`src/rtl/pc_fetch_ctrl.sv`:
```
// Fetch sequencer: drives the PC register input, issues one imem request at a time,
// buffers the returned instruction for decode and applies execute redirects.
// Optional macro MISALIGN_TRAP_EN: misaligned redirects go to TRAP_VECTOR and pulse fetch_misaligned.
module pc_fetch_ctrl #(
  parameter logic [31:0] RESET_VECTOR = 32'h0000_0000,
  parameter logic [31:0] TRAP_VECTOR  = 32'h0000_0100
) (
  input  logic        clk,
  input  logic        reset,
  input  logic [31:0] pc,
  output logic [31:0] pc_next,
  input  logic        redirect_valid,
  input  logic [31:0] redirect_pc,
  output logic        imem_req_valid,
  input  logic        imem_req_ready,
  output logic [31:0] imem_addr,
  input  logic        imem_rsp_valid,
  input  logic [31:0] imem_rsp_data,
  output logic        if_valid,
  input  logic        if_ready,
  output logic [31:0] if_instr,
  output logic [31:0] if_pc,
  output logic        fetch_misaligned
);

  typedef enum logic [1:0] {INIT, REQ, WAIT, OUT} state_t;

  state_t      state;
  logic        discard;
  logic [31:0] ibuf;
  logic        redir;
  logic        mis;
  logic [31:0] redir_tgt;

  assign redir = redirect_valid && (state != INIT);

`ifdef MISALIGN_TRAP_EN
  assign mis       = redir && (redirect_pc[1:0] != 2'b00);
  assign redir_tgt = mis ? TRAP_VECTOR : redirect_pc;
`else
  logic unused_ok;
  assign unused_ok = ^{redirect_pc[1:0], TRAP_VECTOR};
  assign mis       = 1'b0;
  assign redir_tgt = {redirect_pc[31:2], 2'b00};
`endif

  // The PC register has no enable: hold by feeding pc back unless advancing or redirecting.
  always_comb begin
    pc_next = pc;
    if (state == INIT)                  pc_next = RESET_VECTOR;
    else if (redir)                     pc_next = redir_tgt;
    else if (state == OUT && if_ready)  pc_next = pc + 32'd4;
  end

  assign imem_req_valid   = (state == REQ) && !redirect_valid;
  assign if_valid         = (state == OUT) && !redirect_valid;
  assign imem_addr        = pc;
  assign if_pc            = pc;
  assign if_instr         = ibuf;
  assign fetch_misaligned = mis;

  always_ff @(posedge clk or negedge reset) begin
    if (!reset) begin
      state   <= INIT;
      discard <= 1'b0;
      ibuf    <= '0;
    end else begin
      case (state)
        INIT: state <= REQ;
        REQ:  if (!redirect_valid && imem_req_ready) state <= WAIT;
        WAIT: begin
          if (redirect_valid) begin
            // A response landing with the redirect is the wrong-path one; nothing is left in flight.
            if (imem_rsp_valid) begin
              state   <= REQ;
              discard <= 1'b0;
            end else begin
              discard <= 1'b1;
            end
          end else if (imem_rsp_valid) begin
            if (discard) begin
              discard <= 1'b0;
              state   <= REQ;
            end else begin
              ibuf  <= imem_rsp_data;
              state <= OUT;
            end
          end
        end
        OUT:     if (redirect_valid || if_ready) state <= REQ;
        default: state <= INIT;
      endcase
    end
  end

endmodule

```
`config.mk`:
```
export PLATFORM = sky130hd
export DESIGN_NAME = pc_fetch_ctrl
export DESIGN_NICKNAME = d
export VERILOG_FILES = /design/src/rtl/pc_fetch_ctrl.sv
export SDC_FILE = /design/constraint.sdc
export NUM_CORES = 1
export LEC_CHECK = 0
export CELL_PAD_IN_SITES_DETAIL_PLACEMENT = 0
export CELL_PAD_IN_SITES_GLOBAL_PLACEMENT = 2
export CORE_ASPECT_RATIO = 1.5
export CORE_UTILIZATION = 18
export CTS_CLUSTER_SIZE = 25
export DETAILED_ROUTE_END_ITERATION = 10
export GPL_TIMING_DRIVEN = 0
export PLACE_DENSITY_LB_ADDON = 0.12
export SLEW_MARGIN = 5
export SYNTH_ARGS = -nofsm -noshare
export SYNTH_HDL_FRONTEND = slang
export SYNTH_SLANG_ARGS = --single-unit
```
`constraint.sdc`:
```
create_clock -name clk -period 3.4 [get_ports clk]
set_clock_uncertainty 0.1 [all_clocks]
set_input_delay 0.68 -clock clk [delete_from_list [all_inputs] [get_ports clk]]
set_output_delay 0.68 -clock clk [all_outputs]
set_load 0.02 [all_outputs]
```
==> out/metrics.cfg <==
[worst_setup_path]
critPathMaxStageDelay_ns=0.52
rrSetupSlack_ns=0.90
worstRegToRegCells=7
crit_chain=buf_6 -> nand4_4 -> or4_4 -> buf_6 -> or4_1 -> a311oi_1 -> buf_2
critPathKind=in2out
cpMaxStageDelayCell=or4_4
crit_arrival_ns=2.56
crit_fanout=8
worstSetupEndpointType=output pin
r2r-start=state[0]
reg2reg_to=if_instr[21]
critPathRequiredTime_ns=2.62
worst_setup_path_start_kind=primary input
crit_top_cell=buf_6

[placement]
place_congestion=0.711
placed_cells=791
hpwl_mm=10.5
io_buffers=227

[yosys]
muxShareOfSynthArea=0.115
synth_area_leader_cell=dfrtp_1
synthSimpleGateAreaFrac=0.194
synthAdderAreaFrac=0.0241
ys_seq_area_frac=0.281
synthXorXnorAreaFrac=0.0309
syn-instance-count=354
synth_nets=462
syn_area_per_cell_um2=8.81
yosys_most_used_dff=dfrtp_1
synth_compound_area_frac=0.142
synth_cell_types=49
synth_enable_flop_cells=0
async_reset_ff_frac=1.00
yosysTopAreaCellShare=0.281
yosys_register_bits=35
syn_area_um2=3120
yosys_warnings=0
synth_top_family_by_area=buffers and inverters
netlist_top_cells_area=dfrtp_1 (28%), buf_4 (16%), mux2_2 (12%), a211oi_1 (3.1%), a311oi_1 (3.1%)

[global_route]
grt_max_degree=36
grt_usage=0.142
top_usage_layer=met2
grt-ovfl-total=0
gr-usage-met2=0.270
grt_pass1_vias=3646
grt_use_met1=0.146
grt_use_met3=0.0443
antenna_found_initial=0
grt_pass1_wl_mm=19.5

[power_and_ir_drop]
power_density_nw_per_um2=541
finalPower_uw=3210
p_leak_uw=0.00253
vdd_drop_max_mv=0.488

[sta]
worstMarginPinSlew_ns=0.786
finalHoldViolCount=0
fmax_mhz=299
slew_headroom=0.476
final.min_clock_period_ns=3.34
setup_viol=0
fin_crit_sh=0.984
final_max_slew_viol_count=0
rsz0062_at_grt=no

[job]
max_cap_viol_count=0

[clocking]
root_buffer=clkbuf_16
clk_path_buf_depth=2
cts_tree=done
hold_buffers=0
path_clk_slew_ns=0.06
clk_latency_ns=0.28
cts_buffers=5
htreeDepth=2
cts.sinks=35

[final_layout]
drive_above_1_share=0.309
fin_cells=806
area_growth_pct=90.3
diodes=0
fin_nets=703

[drt]
num_vias=3519
routedWlPerCell_um=16.0
drcViolationCount=0
vias_per_cell=4.37
drtIter0Drc=89
first_pass_iters=4
wl_mm=12.9
final_antenna_net_count=0

[floorplan]
start_util=0.185
ios=233
row_count=58
fp.dieH_um=163
dieWidth_um=110
core_area_um2=16800
dieArea_um2=17900

[worst_hold_path]
hold_path.class=in2async

[outcome]
status=complete, no violations

-- cell usage in the layout, fill, tap and decap left out, drive strengths merged, types with 4 or more instances in the layout --
cell	count
a2111oi	5
a211oi	13
a21oi	6
a311oi	11
and3	4
and4	9
buf	105
clkbuf	24
clkdlybuf4s50	172
dfrtp	35
dlygate4sd2	21
ha	6
inv	16
mux2	32
nand2	16
nand3	14
nand4	12
nor2	25
nor2b	5
nor3	4
nor4	7
o31ai	7
or4	7
xnor2	6
xor2	5
-- critical path, delay by kind of cell --
kind	cells	cell delay, ns
and+or+nand+nor	3	1.12
buffers and inverters	3	0.48
AOI/OAI and AO/OA	1	0.29
-- registers in the layout, indices dropped and copies added (netlist names) --
| signal | cells |
|---|---|
| discard | 1 |
| if_instr | 32 |
| state | 2 |
-- power breakdown --
group / leakage (uW) / switching, uW / internal, uW
sequential: 0.000447 / 111 / 625
combinational: 0.00200 / 987 / 942
clock: 0.0000868 / 179 / 364
total: 0.00253 / 1280 / 1930
-- area by class of cell --
cell class	count	area, um2
plain buffers	85	626
clock buffers	6	139
clock inverters	2	35.0
fillers	1846	10900
inverters	16	60.1
multi-input cells	216	1730
flip-flops and latches	35	876
well taps	210	263
repair buffers	236	2210
-- how the worst max path moves through the flow --
stage                 from     endpoint  slack, ns  cells after the start
CTS                 pc[11]  pc_next[21]      0.004                      7
detailed placement  pc[14]  pc_next[23]      -1.31                      7
finish              pc[15]  pc_next[26]       0.06                      7
global route        pc[15]  pc_next[26]     0.0005                      7
global placement    pc[14]  pc_next[28]      -1.28                      7
floorplan           pc[15]  pc_next[26]       0.03                      5
-- Yosys cell counts (6+ instances only) --
cell type  count
a211oi_1      13
a21oi_1        6
a311oi_1      11
and4_1         8
buf_4         66
clkbuf_1      11
dfrtp_1       35
ha_1           6
inv_1         16
mux2_2        32
nand2_1       16
nand3_1       14
nand4_1       11
nor2_1        25
nor4_1         6
o31ai_1        7
or4_1          6
xnor2_1        6
-- per-layer routing --
layer  wire, um  part of all wire  vias up
met4        176             0.014        0
met1       4550              0.35     1637
met5          0                 0        -
met3       1300              0.10       12
met2       6870              0.53      160
li1           -                 -     1710
-- through the flow --
| step | util | TNS (ns) | worst slack, ns | hold WS (ns) | instance area [um2] |
|---|---|---|---|---|---|
| after global placement | 0.336 | -25.73 | -1.28 | 0.389 | 5660 |
| after CTS | 0.351 | 0 | 0.00445 | 0.412 | 5910 |
| final | 0.353 | 0 | 0.0557 | 0.378 | 5940 |
| after floorplan | - | 0 | 0.0286 | 0.284 | 3130 |
| after global routing | 0.353 | 0 | 0.000464 | 0.426 | 5940 |
| after detailed placement | 0.336 | -26.05 | -1.31 | 0.395 | 5660 |
-- what timing repair did --
item | in CTS | in global routing
endpoints found under the setup margin | 33 | 29
pin swaps | 9 | 4
gates resized for setup | 165 | 55
gates cloned | 0 | 0
setup buffers | 8 | 1
endpoints found under the hold margin | 0 | 0
-- cells by family (layout without fill, tap and decap cells) --
group                    count (synthesis)  in the layout
AO/OA/AOI/OAI                           57             57
XOR/XNOR                                11             11
adder cells (fa/ha/maj)                  6              6
buffers and inverters                  103            345
flip-flops                              35             35
multiplexers                            32             32
other                                    1              1
AND/OR/NAND/NOR                        109            109
(Power assumes the default switching activity.)
